### src/rtl/match_filter_ctrl_pkg.sv
// Shared match-filter definitions: controller state encoding, parameter defaults
// and bus widths.
package match_filter_ctrl_pkg;

  localparam int unsigned NCOEF_DEF           = 7;
  localparam int unsigned SETTLE_STROBES_DEF  = 16;
  localparam int unsigned HOLDOFF_STROBES_DEF = 8;

  localparam int unsigned ADDR_W  = 3;
  localparam int unsigned DATA_W  = 32;
  localparam int unsigned COUNT_W = 16;

  typedef enum logic [2:0] {
    S_IDLE,
    S_LOAD,
    S_SETTLE,
    S_ARMED,
    S_HOLDOFF
  } mf_state_e;

  // The width needed to count up to the larger of the two strobe limits.
  function automatic int unsigned strobe_cnt_w(input int unsigned a, input int unsigned b);
    return $clog2(((a > b) ? a : b) + 1);
  endfunction

endpackage

### src/rtl/match_filter_ctrl_if.sv
// Host-configuration and filter-side signals of the match filter controller.
interface match_filter_ctrl_if;

  logic                                       cfg_we;
  logic [match_filter_ctrl_pkg::ADDR_W-1:0]   cfg_addr;
  logic [match_filter_ctrl_pkg::DATA_W-1:0]   cfg_data;
  logic                                       commit;
  logic                                       clear_count;
  logic                                       rxstrobe;
  logic                                       match;
  logic                                       valid;
  logic [match_filter_ctrl_pkg::DATA_W-1:0]   cdata;
  logic [match_filter_ctrl_pkg::ADDR_W-1:0]   cstate;
  logic                                       cwrite;
  logic                                       busy;
  logic                                       armed;
  logic                                       match_pulse;
  logic [match_filter_ctrl_pkg::COUNT_W-1:0]  match_count;
  logic                                       cfg_err;

  modport master (
    output cfg_we, cfg_addr, cfg_data, commit, clear_count, rxstrobe, match, valid,
    input  cdata, cstate, cwrite, busy, armed, match_pulse, match_count, cfg_err
  );

  modport slave (
    input  cfg_we, cfg_addr, cfg_data, commit, clear_count, rxstrobe, match, valid,
    output cdata, cstate, cwrite, busy, armed, match_pulse, match_count, cfg_err
  );

endinterface

### src/rtl/mf_coeff_bank.sv
// Shadow coefficient bank: one synchronous write port, one combinational read port.
module mf_coeff_bank
  import match_filter_ctrl_pkg::*;
#(
  parameter int unsigned NCOEF = NCOEF_DEF
) (
  input  logic              clk,
  input  logic              reset,
  input  logic              we,
  input  logic [ADDR_W-1:0] waddr,
  input  logic [DATA_W-1:0] wdata,
  input  logic [ADDR_W-1:0] raddr,
  output logic [DATA_W-1:0] rdata
);

  localparam int unsigned DEPTH = 2 ** ADDR_W;

  // Word 0 and words above NCOEF are never written, so reading them yields zero.
  logic [DATA_W-1:0] mem [DEPTH];

  always_ff @(posedge clk or negedge reset) begin
    if (!reset) begin
      for (int unsigned i = 0; i < DEPTH; i++) begin
        mem[i[ADDR_W-1:0]] <= '0;
      end
    end else if (we && (waddr != '0) && ({1'b0, waddr} <= (ADDR_W + 1)'(NCOEF))) begin
      mem[waddr] <= wdata;
    end
  end

  assign rdata = mem[raddr];

endmodule

### src/rtl/match_filter_ctrl.sv
// Match filter controller: loads the shadow coefficients into the filter, waits for
// the pipeline to settle, then counts qualified matches with a strobe-based holdoff.
module match_filter_ctrl
  import match_filter_ctrl_pkg::*;
#(
  parameter int unsigned NCOEF           = NCOEF_DEF,
  parameter int unsigned SETTLE_STROBES  = SETTLE_STROBES_DEF,
  parameter int unsigned HOLDOFF_STROBES = HOLDOFF_STROBES_DEF
) (
  input logic               clk,
  input logic               reset,
  match_filter_ctrl_if.slave bus
);

  localparam int unsigned CW = strobe_cnt_w(SETTLE_STROBES, HOLDOFF_STROBES);

  mf_state_e          state;
  logic [ADDR_W-1:0]  cstate_q;
  logic               cwrite_q;
  logic               busy_q;
  logic               armed_q;
  logic               pulse_q;
  logic               err_q;
  logic [COUNT_W-1:0] count_q;
  logic [CW-1:0]      strb_cnt;
  logic [DATA_W-1:0]  rd_data;

  logic addr_ok;
  logic cfg_open;
  logic shadow_we;
  logic hit;
  logic settle_last;
  logic hold_last;

  assign addr_ok     = (bus.cfg_addr != '0) && ({1'b0, bus.cfg_addr} <= (ADDR_W + 1)'(NCOEF));
  assign cfg_open    = (state != S_LOAD) && (state != S_SETTLE);
  assign shadow_we   = bus.cfg_we && addr_ok && cfg_open;
  // A commit in the same cycle takes precedence, so such a match is never counted.
  assign hit         = (state == S_ARMED) && bus.match && bus.valid && !bus.commit;
  assign settle_last = (strb_cnt == CW'(SETTLE_STROBES - 1));
  assign hold_last   = (strb_cnt == CW'(HOLDOFF_STROBES - 1));

  mf_coeff_bank #(
    .NCOEF (NCOEF)
  ) u_bank (
    .clk   (clk),
    .reset (reset),
    .we    (shadow_we),
    .waddr (bus.cfg_addr),
    .wdata (bus.cfg_data),
    .raddr (cstate_q),
    .rdata (rd_data)
  );

  always_ff @(posedge clk or negedge reset) begin
    if (!reset) begin
      state    <= S_IDLE;
      cstate_q <= '0;
      cwrite_q <= 1'b0;
      busy_q   <= 1'b0;
      armed_q  <= 1'b0;
      pulse_q  <= 1'b0;
      count_q  <= '0;
      err_q    <= 1'b0;
      strb_cnt <= '0;
    end else begin
      pulse_q <= hit;
      if (bus.cfg_we && !(addr_ok && cfg_open)) begin
        err_q <= 1'b1;
      end
      if (bus.clear_count) begin
        count_q <= '0;
      end else if (hit && (count_q != '1)) begin
        count_q <= count_q + COUNT_W'(1);
      end

      // Commit from any non-busy state is hoisted out of the per-state branches.
      if (cfg_open && bus.commit) begin
        state    <= S_LOAD;
        cstate_q <= ADDR_W'(1);
        cwrite_q <= 1'b1;
        busy_q   <= 1'b1;
        armed_q  <= 1'b0;
        strb_cnt <= '0;
      end else begin
        unique case (state)
          S_IDLE: ;
          S_LOAD: begin
            if (cstate_q == ADDR_W'(NCOEF)) begin
              state    <= S_SETTLE;
              cstate_q <= '0;
              cwrite_q <= 1'b0;
              strb_cnt <= '0;
            end else begin
              cstate_q <= cstate_q + ADDR_W'(1);
            end
          end
          S_SETTLE: begin
            if (bus.rxstrobe) begin
              if (settle_last) begin
                state    <= S_ARMED;
                busy_q   <= 1'b0;
                armed_q  <= 1'b1;
                strb_cnt <= '0;
              end else begin
                strb_cnt <= strb_cnt + CW'(1);
              end
            end
          end
          S_ARMED: begin
            if (bus.match && bus.valid) begin
              state    <= S_HOLDOFF;
              armed_q  <= 1'b0;
              strb_cnt <= '0;
            end
          end
          S_HOLDOFF: begin
            if (bus.rxstrobe) begin
              if (hold_last) begin
                state    <= S_ARMED;
                armed_q  <= 1'b1;
                strb_cnt <= '0;
              end else begin
                strb_cnt <= strb_cnt + CW'(1);
              end
            end
          end
          default: state <= S_IDLE;
        endcase
      end
    end
  end

  assign bus.cdata       = rd_data;
  assign bus.cstate      = cstate_q;
  assign bus.cwrite      = cwrite_q;
  assign bus.busy        = busy_q;
  assign bus.armed       = armed_q;
  assign bus.match_pulse = pulse_q;
  assign bus.match_count = count_q;
  assign bus.cfg_err     = err_q;

endmodule

### src/flat_wrapper.sv
// flat-port wrapper written by rule: the top's interface ports become plain ports
module match_filter_ctrl_flat import match_filter_ctrl_pkg::*;
#(
  parameter int unsigned NCOEF           = NCOEF_DEF,
  parameter int unsigned SETTLE_STROBES  = SETTLE_STROBES_DEF,
  parameter int unsigned HOLDOFF_STROBES = HOLDOFF_STROBES_DEF
)
  (clk, reset, bus_cfg_we, bus_cfg_addr, bus_cfg_data, bus_commit, bus_clear_count, bus_rxstrobe, bus_match, bus_valid, bus_cdata, bus_cstate, bus_cwrite, bus_busy, bus_armed, bus_match_pulse, bus_match_count, bus_cfg_err);
  match_filter_ctrl_if bus_i ();
  input logic clk;
  input logic reset;
  input wire logic [$bits(bus_i.cfg_we)-1:0] bus_cfg_we;
  input wire logic [$bits(bus_i.cfg_addr)-1:0] bus_cfg_addr;
  input wire logic [$bits(bus_i.cfg_data)-1:0] bus_cfg_data;
  input wire logic [$bits(bus_i.commit)-1:0] bus_commit;
  input wire logic [$bits(bus_i.clear_count)-1:0] bus_clear_count;
  input wire logic [$bits(bus_i.rxstrobe)-1:0] bus_rxstrobe;
  input wire logic [$bits(bus_i.match)-1:0] bus_match;
  input wire logic [$bits(bus_i.valid)-1:0] bus_valid;
  output wire logic [$bits(bus_i.cdata)-1:0] bus_cdata;
  output wire logic [$bits(bus_i.cstate)-1:0] bus_cstate;
  output wire logic [$bits(bus_i.cwrite)-1:0] bus_cwrite;
  output wire logic [$bits(bus_i.busy)-1:0] bus_busy;
  output wire logic [$bits(bus_i.armed)-1:0] bus_armed;
  output wire logic [$bits(bus_i.match_pulse)-1:0] bus_match_pulse;
  output wire logic [$bits(bus_i.match_count)-1:0] bus_match_count;
  output wire logic [$bits(bus_i.cfg_err)-1:0] bus_cfg_err;
  assign bus_i.cfg_we = bus_cfg_we;
  assign bus_i.cfg_addr = bus_cfg_addr;
  assign bus_i.cfg_data = bus_cfg_data;
  assign bus_i.commit = bus_commit;
  assign bus_i.clear_count = bus_clear_count;
  assign bus_i.rxstrobe = bus_rxstrobe;
  assign bus_i.match = bus_match;
  assign bus_i.valid = bus_valid;
  assign bus_cdata = bus_i.cdata;
  assign bus_cstate = bus_i.cstate;
  assign bus_cwrite = bus_i.cwrite;
  assign bus_busy = bus_i.busy;
  assign bus_armed = bus_i.armed;
  assign bus_match_pulse = bus_i.match_pulse;
  assign bus_match_count = bus_i.match_count;
  assign bus_cfg_err = bus_i.cfg_err;
  match_filter_ctrl #(.NCOEF(NCOEF), .SETTLE_STROBES(SETTLE_STROBES), .HOLDOFF_STROBES(HOLDOFF_STROBES)) u_core (.clk(clk), .reset(reset), .bus(bus_i));
endmodule
### config.mk
export PLATFORM = sky130hd
export DESIGN_NAME = match_filter_ctrl_flat
export DESIGN_NICKNAME = d
export VERILOG_FILES = /design/src/rtl/match_filter_ctrl_pkg.sv /design/src/rtl/match_filter_ctrl_if.sv /design/src/rtl/mf_coeff_bank.sv /design/src/rtl/match_filter_ctrl.sv /design/src/flat_wrapper.sv
export SDC_FILE = /design/constraint.sdc
export NUM_CORES = 1
export LEC_CHECK = 0
export ABC_CLOCK_PERIOD_IN_PS = 2000
export BUFFER_PORTS_ARGS = -buffer_cell sky130_fd_sc_hd__buf_2
export CORE_ASPECT_RATIO = 1.5
export CORE_MARGIN = 1.5
export CORE_UTILIZATION = 55
export DETAILED_ROUTE_END_ITERATION = 8
export PLACE_DENSITY = 0.77
export RECOVER_POWER = 100
export SYNTH_ARGS = -nofsm -noshare
export SYNTH_HDL_FRONTEND = slang
export SYNTH_SLANG_ARGS = --single-unit
export TNS_END_PERCENT = 5
### constraint.sdc
create_clock -name clk -period 2 [get_ports clk]
set_input_delay 0.3 -clock clk [delete_from_list [all_inputs] [get_ports clk]]
set_output_delay 0.3 -clock clk [all_outputs]
set_load 0.01 [all_outputs]
# --- Yosys cells after proc, flatten, opt, wreduce, memory -nomap -nowiden ---
# Cells that the tools add are included.
word_totals:
  ff_bits: 288
  in_bits: 43
  word_cells: 113
classes:
  add_sub_neg: 3
  magnitude_cmp: 3
  eq_ne: 17
  muxes: 41
  n_bitwise: 2
  n_reduce_logical: 30
op_table:
  columns: ["op", "n"]
  rows:
  - ["bitwise mux 256 bit", 1]
  - ["binary-select mux 32 bit (select 3 bit)", 1]
  - ["demux 32 bit (select 3 bit)", 1]
  - ["2-to-1 mux 32 bit", 3]
  - ["2-to-1 mux 5 bit", 7]
  - ["2-to-1 mux 16 bit", 2]
  - ["2-to-1 mux 3 bit", 10]
  - ["one-hot mux 5 bit (4 select lines)", 1]
  - ["adder 16 x 1 -> 16 bit (second input constant)", 1]
  - ["inequality test 16 bit (second input constant)", 1]
  - ["one-hot mux 3 bit (5 select lines)", 1]
  - ["logical AND 1 bit", 13]
  - ["2-to-1 mux 1 bit", 13]
  - ["inequality test 3 x 1 -> 1 bit (second input constant)", 4]
  - ["nonzero test 2 bit", 6]
  - ["inequality test 3 x 2 -> 1 bit (second input constant)", 3]
  - [">= comparator 4 bit (second input constant)", 2]
  - ["inverter 3 -> 4 bit", 2]
  - ["AND reduction 7 bit", 1]
  - ["== test 3 x 2 -> 1 bit (second input constant)", 2]
  - ["== test 3 bit (second input constant)", 2]
  - ["AND reduction 6 bit", 1]
  - ["adder 5 x 1 -> 5 bit (second input constant)", 1]
  - ["== test 5 x 3 -> 1 bit (second input constant)", 1]
  - ["other kinds (15)", 16]

# --- Logic depth before layout (Yosys ltp) ---
# Gate-level depths: netlist of the first run.
logic_depth:
  word_depth: 7
  ltp_mapped: 9
  ltp_nobuf: 9

# --- Modules after synthesis ---
# From an unflattened synthesis of the first run, not the netlist that was laid out.
unflattened:
  cells_unflattened: 882
  hier_area_um2: 13425.4
by_module_without_submodules:
  columns: ["module", "instances", "cells_per_inst", "area_per_inst_um2"]
  rows:
  - ["mf_coeff_bank", 1, 658, 11378.4]
  - ["match_filter_ctrl", 1, 224, 2047.0]

# --- Least setup slack after synthesis of the first run ---
# No wires, ideal clock.
synth_path:
  path_type: "register to output"
  start: "register u_core.cstate_q[0], in the netlist u_core.bus.cstate[0]"
  end: "output bus_cdata[10]"
  arrival_time_ns: 1.934
  t_required_ns: 1.700
  path_slack_ns: -0.234
  path_stages_with_launch: 6
  path_cell_list: "dfrtp_1 > clkbuf_1 > buf_2 > buf_2 > mux4_2 > mux2_2"
synth_via:
  elab_chain_cells: 4
synth_lines:
  columns: ["element", "line_no", "text"]
  rows:
  - ["start, declared", "match_filter_ctrl.sv:18", "logic [ADDR_W-1:0] cstate_q;"]
  - ["start signal, assigned", "match_filter_ctrl.sv:95", "cstate_q <= cstate_q + ADDR_W'(1);"]
  - ["inverter 3 -> 4 bit (not written as such)", "mf_coeff_bank.sv:31", "assign rdata = mem[raddr];"]
  - ["binary-select mux 32 bit (select 3 bit)", "mf_coeff_bank.sv:31", null]
  - ["2-to-1 mux 32 bit (not written as such) (2 in a row)", "mf_coeff_bank.sv:31", null]
  - ["end, declared", "flat_wrapper.sv:20", "output wire logic [$bits(bus_i.cdata)-1:0] bus_cdata;"]
# No other way between the ends. The select of a mux whose other input is x is not followed.

# --- Final worst setup path of the first run ---
layout_path:
  start: "register u_core.cstate_q[0], in the netlist u_core.bus.cstate[0]"
  end: "output bus_cdata[29]"
# Same word-level chain as after synthesis.

==> results of run 1 <==
registers in the layout, summed over array words and instances (netlist names):
name,flops
u_core.bus.busy,1
u_core.bus.cwrite,1
u_core.bus.match_pulse,1
u_core.bus.armed,1
u_core.bus.match_count,16
u_core.bus.cstate,3
u_core.bus.cfg_err,1
u_core.strb_cnt,5
u_core.u_bank.mem,256
u_core.state,3
through the flow:
| step | instance area (sq um) | power [mW] | util [%] |
|---|---|---|---|
| floorplan | 13350 | 14.80 | - |
| global placement | 14350 | 16.93 | 60.44 |
| detailed placement | 14350 | 17.21 | 60.44 |
| CTS | 15570 | 23.79 | 65.59 |
| global route | 15480 | 24.83 | 65.22 |
| finish | 15490 | 23.62 | 65.23 |
layout by cell type (no fill, tap or decap), types with 4 or more instances in the layout:
master / n
buf_12: 12
mux4_2: 64
a211oi_1: 4
xnor2_1: 10
clkbuf_2: 4
clkbuf_8: 7
buf_6: 25
dfrtp_1: 285
inv_1: 8
and3_1: 4
o21ai_0: 9
nand3_1: 10
bufinv_16: 4
nor2_1: 26
clkbuf_16: 27
nor3_1: 6
buf_2: 52
clkbuf_4: 4
o31ai_1: 4
mux2_2: 175
nor2b_1: 4
a21oi_1: 15
clkinv_2: 5
ha_1: 6
mux2_4: 80
nand4_1: 4
nand2_1: 26
buf_4: 19
clkbuf_1: 28
power groups by stage:
stage          clock network (mW)  registers (mW)  logic [mW]
2_1_floorplan                   0            8.70        6.10
3_3_place_gp                    0            9.02        7.90
3_5_place_dp                    0            9.13        8.08
4_1_cts                      5.54            9.08        9.18
5_1_grt                      5.77            9.34        9.71
6_report                     5.44            9.12        9.07
routing by layer:
layer	vias up	part of all wire [%]	track usage (%)
met5	-	0.082	0
met4	4	1.7	5.802
met3	47	3.8	3.753
met2	157	52	40.80
met1	4078	42	30.35
li1	3390	-	-
final timing paths:
kind / startpoint / to / slack (ps) / depth (start not counted)
min in group asynchronous: reset / u_core.u_bank.mem[90] / 640 / 2
max in group asynchronous: reset / u_core.u_bank.mem[13] / 170 / 3
max reg2reg: u_core.state[2] / u_core.strb_cnt[0] / -90 / 6
max: u_core.bus.cstate[0] / bus_cdata[29] / -550 / 4
min reg2reg: u_core.u_bank.mem[238] / u_core.u_bank.mem[238] / 370 / 0
min: bus_cfg_we / u_core.bus.cfg_err / 40 / 2
area by class of cell:
cell class | count | area, sq um | share of cell area (%)
clock inverter | 11 | 161.4 | 1.042
timing repair buffer | 145 | 1157 | 7.474
multi-input combinational | 496 | 5743 | 37.08
clock buffer | 38 | 777.0 | 5.017
tap | 319 | 399.1 | 2.577
inverter | 8 | 30.03 | 0.1939
sequential | 288 | 7213 | 46.58
antenna | 2 | 5.005 | 0.03232
kinds of logic (layout without fill, tap and decap cells):
group	count (synthesis)	in the layout
compound gates	52	52
xor+xnor	13	13
fa+ha+maj	6	6
buf+inv	94	202
flops	288	288
mux	321	321
other cells	0	2
simple gates	104	104
timing repair:
item	in CTS	in global routing
setup buffers	2	0
endpoints found under the setup margin	46	41
hold buffers	1	0
hold endpoints to repair	45	0
gates cloned	1	0
resized for setup	45	3
pin swaps	1	0
==> reports/qor.txt, run 1 <==
Net Count, Synth - 927
Yosys top cell by area - dfrtp_1
Placer congestion estimate - 0.7986
WHS - 41.47 ps
Clk_lat worst skew - 540 ps
Failing checks - setup timing
WL final - 28210 microns
Max rail drop VDD - 1148 uV
Sequential power share - 38.6%
Switching Fraction - 28.64%
Worst path bufs/invs - 2
Post-synth EDFFs - 0
WL/cell - 21.58 microns
Slew HR - 4.681%
CP max FO - 20
Total GRT Usage - 23.39%
Cell Int Power - 16.86 mW
Largest net degree at the start of global routing - 64
Final worst slack - -550.8 ps
DP Cell Count - 1252
Clock Tree Buf Depth - 3
Synth top area share - 54.07%
#FFs+latches synth - 288
CP max stage cell - mux4_2
Top FF cell, synth - dfrtp_1
Syn_area_per_cell - 15.18 sq um
First-pass GRT wire length - 45990 microns
Area contributors post-synth - dfrtp_1 54%, mux2_2 16%, mux4_2 11%
CTS root buffer - clkbuf_16
Initial Util - 56.14%
Comb pwr share - 38.4%
Worst path cell trace - buf_12 -> mux4_2 -> mux2_4 -> buf_6
Most common cell in the netlist - dfrtp_1
Fmax - 392.0 MHz
Startpoint Class - flip-flop
Antenna violation net count after detailed routing - 0
Core ar. - 23740 sq um
Sequential area share after synthesis - 54.07%
Initial antenna violation count - 3
Die height - 193.7 microns
CTS tree - built
Cells after synthesis - 878
DP Wirelength - 17150 microns
First-pass DRT Iterations - 4
IO Count - 99
Worst hold path class - input port to flip-flop
CP arrival - 2250 ps
Async SR Flop Fraction - 100.0%
Post-Place Setup Slack - -37.90 ps
Clock transition at path regs - 60 ps
Number of global-route vias before repair - 8507
Mapped Area - 13330 sq um
Fin cells - 1307
Yosys cell types - 55
Overflow after GRT - 0
Fill count - 1684
Synth warn - 0
Vias per inst - 5.873
Vias - 7676
Max incr delay on CP - 540 ps
Setup crit end kind - output port
CP required - 1700 ps
Setup TNS - -18540 ps
RSZ-0062 raised after global routing - true
Port bufs - 98
Max-cap violations - 0
Synth top cells by count - 288 x dfrtp_1, 195 x mux2_2, 64 x mux4_2
Worst-margin pin slew - 1430 ps
Final clock skew - 11.79 ps
Top cell family by delay on the critical path - multiplexers
CP Class - flip-flop to output port
Status - complete, but fails checks
Clock Power Share - 23.0%
Clock buffer count from CTS - 27
Tmin final - 2551 ps
Final hold vios - 0
XOR/XNOR share of the synthesized area - 0.8542%
Row cnt - 69
Die width - 130.1 microns
DRT iter0 DRCs - 384
Psw - 6.765 mW
Area delta synth->final - 16.18%
Pleak - 7.200 nW
Largest family of logic cells by synthesized area - multiplexers
P per Cell Area - 1526 nW/um^2
Share of cells above drive strength 1 - 50.51%
Residual DRC - 0
Slew Viols, Final - 0
Adder-cell share of the synthesized area - 0.5632%
Synth Area in Compound Gates - 2.657%
Final Cycle Share - 127.5%
Simple-gate area share of the yosys netlist - 4.130%
Final setup viols - 70
CTS H-Tree Depth - 1
Clock tree sinks - 288
Layout Nets - 1015
Mux contribution to synthesized area - 34.21%
DIE AREA - 25200 sq um
Power figures use the tool's default switching activity.
==> run 2: changes to the inputs <==
Settings changed: TNS_END_PERCENT 5 to 50.
==> run 2 against run 1 <==
  * The flow finishes with violations (capacitance limit, slew limit, setup timing)
  * Final cell count increased by 1.2%
  * Hold slack improved by 3.2 ps
  * Global-route usage decreased by 0.83 points
  * Largest power group is now combinational logic
==> reports/qor.txt, run 2 (synthesis results as in run 1) <==
First-pass DRT Iterations - 4
Clock Tree Buf Depth - 3
Max rail drop VDD - 1048 uV
Clock transition at path regs - 70 ps
CP required - 1700 ps
IO Count - 99
Layout Nets - 1030
Slew Viols, Final - 55
Final clock skew - 13.65 ps
Gr busiest metal - met2
Worst Hold Launch - bus_cfg_we
Footprint of the multi-input gates - 5774 sq um
Initial Util - 56.14%
Worst path bufs/invs - 3
Finished Core Util - 66.30%
WL/cell - 21.27 microns
Pleak - 7.323 nW
Die height - 193.7 microns
Max incr delay on CP - 500 ps
Share of cells above drive strength 1 - 51.45%
Largest net degree at the start of global routing - 57
CP Class - flip-flop to output port
Placer congestion estimate - 0.7696
Slew HR - -7.340%
Vias per inst - 5.835
Switching Fraction - 28.48%
Max FFs per register - 256
Final hold vios - 0
Final setup viols - 88
Met1 Use GR - 31.01%
Fill count - 1609
CTS root buffer - clkbuf_16
P per Cell Area - 1538 nW/um^2
Worst-case reg-to-reg path depth - 6
Initial antenna violation count - 4
Failing checks - capacitance limit, slew limit, setup timing
Port bufs - 98
Final worst slack - -553.1 ps
Cell Int Power - 17.31 mW
Antenna violation net count after detailed routing - 0
Final Cycle Share - 127.7%
Core ar. - 23740 sq um
Comb pwr share - 39.7%
DIE AREA - 25200 sq um
Die width - 130.1 microns
Clock tree sinks - 288
Sequential power share - 37.4%
DRT iter0 DRCs - 345
Vias - 7720
Worst-margin pin slew - 1610 ps
WHS Endpoint - u_core.bus.cfg_err
Residual DRC - 0
First-pass GRT wire length - 44550 microns
CP max FO - 5
CTS H-Tree Depth - 1
Flop2flop setup slack - -260 ps
Grt met2 use - 37.62%
Area delta synth->final - 18.09%
Setup crit end kind - output port
Tmin final - 2553 ps
Total GRT Usage - 22.56%
Number of global-route vias before repair - 8253
WL final - 28150 microns
DP Wirelength - 17250 microns
Worst path cell trace - buf_12 -> clkbuf_16 -> mux4_2 -> mux2_4 -> buf_6
Psw - 6.893 mW
CP max stage cell - mux4_2
Clk_lat worst skew - 540 ps
Most flop-heavy register - u_core.u_bank.mem
Clock Power Share - 22.8%
GRT met3 Usage - 3.449%
Row cnt - 69
Most frequent cells in the layout - 285 x dfrtp_1, 171 x mux2_2, 82 x mux2_4, 64 x mux4_2, 51 x buf_2
Crit. path cell count - 5
WHS - 44.70 ps
Status - complete, but fails checks
Worst hold path class - input port to flip-flop
RSZ-0062 raised after global routing - true
Fmax - 391.7 MHz
Critical R2R Capture - u_core.bus.match_count[13]
Most common cell after layout, fill and taps aside - dfrtp_1
Overflow after GRT - 0
Reg area - 7213 sq um
Max-cap violations - 1
Top cell family by delay on the critical path - multiplexers
Worst R2R Start - u_core.state[0]
CP arrival - 2250 ps
Startpoint Class - flip-flop
Clock buffer count from CTS - 28
WHS Path Cells - 2
CTS tree - built
-- run 2: worst max path at each step --
stage,from,endpoint
floorplan,u_core.bus.cstate[0],bus_cdata[24]
global placement,u_core.bus.cstate[0],bus_cdata[6]
detailed placement,u_core.bus.cstate[0],bus_cdata[28]
CTS,u_core.bus.cstate[0],bus_cdata[6]
global route,u_core.bus.cstate[0],bus_cdata[8]
finish,u_core.bus.cstate[0],bus_cdata[6]
-- run 2: through the flow --
stage	power, mW	setup WS (ps)	cells	setup TNS [ps]	instance area (sq um)
after floorplan	14.83	9.469	878	0	13370
after global placement	16.94	4.842	1258	0	14390
after detailed placement	17.23	-14.89	1258	-29.38	14390
after CTS	23.46	-583.7	1311	-17600	15510
after global routing	25.46	-609.4	1323	-30810	15740
final	24.21	-553.1	1323	-20120	15740
-- run 2: timing repair --
action	4_1_cts	5_1_grt
endpoints found under the hold margin	46	0
pin swaps	0	1
resized for setup	28	42
hold buffers	1	0
gates cloned	0	5
setup buffers	0	6
setup endpoints to repair	32	73
-- run 2: routing by layer --
| metal | vias to the layer above | routed length (microns) |
|---|---|---|
| li1 | 3408 | - |
| met1 | 4060 | 11710 |
| met2 | 198 | 14360 |
| met3 | 48 | 1490 |
| met4 | 6 | 541 |
| met5 | - | 36 |
-- run 2: power groups by stage --
| stage | sequential (mW) | combinational, mW | clock [mW] |
|---|---|---|---|
| 2_1_floorplan | 8.70 | 6.13 | 0 |
| 3_3_place_gp | 9.01 | 7.93 | 0 |
| 3_5_place_dp | 9.12 | 8.11 | 0 |
| 4_1_cts | 9.06 | 8.77 | 5.63 |
| 5_1_grt | 9.31 | 10.3 | 5.89 |
| 6_report | 9.06 | 9.62 | 5.53 |
-- run 2: layout make-up --
| type | count | share of cell area [%] |
|---|---|---|
| flip-flops and latches | 288 | 45.83 |
| multi-input cells | 496 | 36.69 |
| repair buffers | 159 | 8.617 |
| clock buffers | 39 | 5.040 |
| well taps | 319 | 2.536 |
| clock inverters | 13 | 1.089 |
| inverters | 8 | 0.1908 |
| diodes | 1 | 0.01590 |
-- run 2: worst register-to-register path: cells and delay by family (launching register included) --
kind	cells	cell delay (ps)
AND/OR/NAND/NOR	4	1080
buffers and inverters	1	540
XOR/XNOR	1	160
flip-flops	1	360
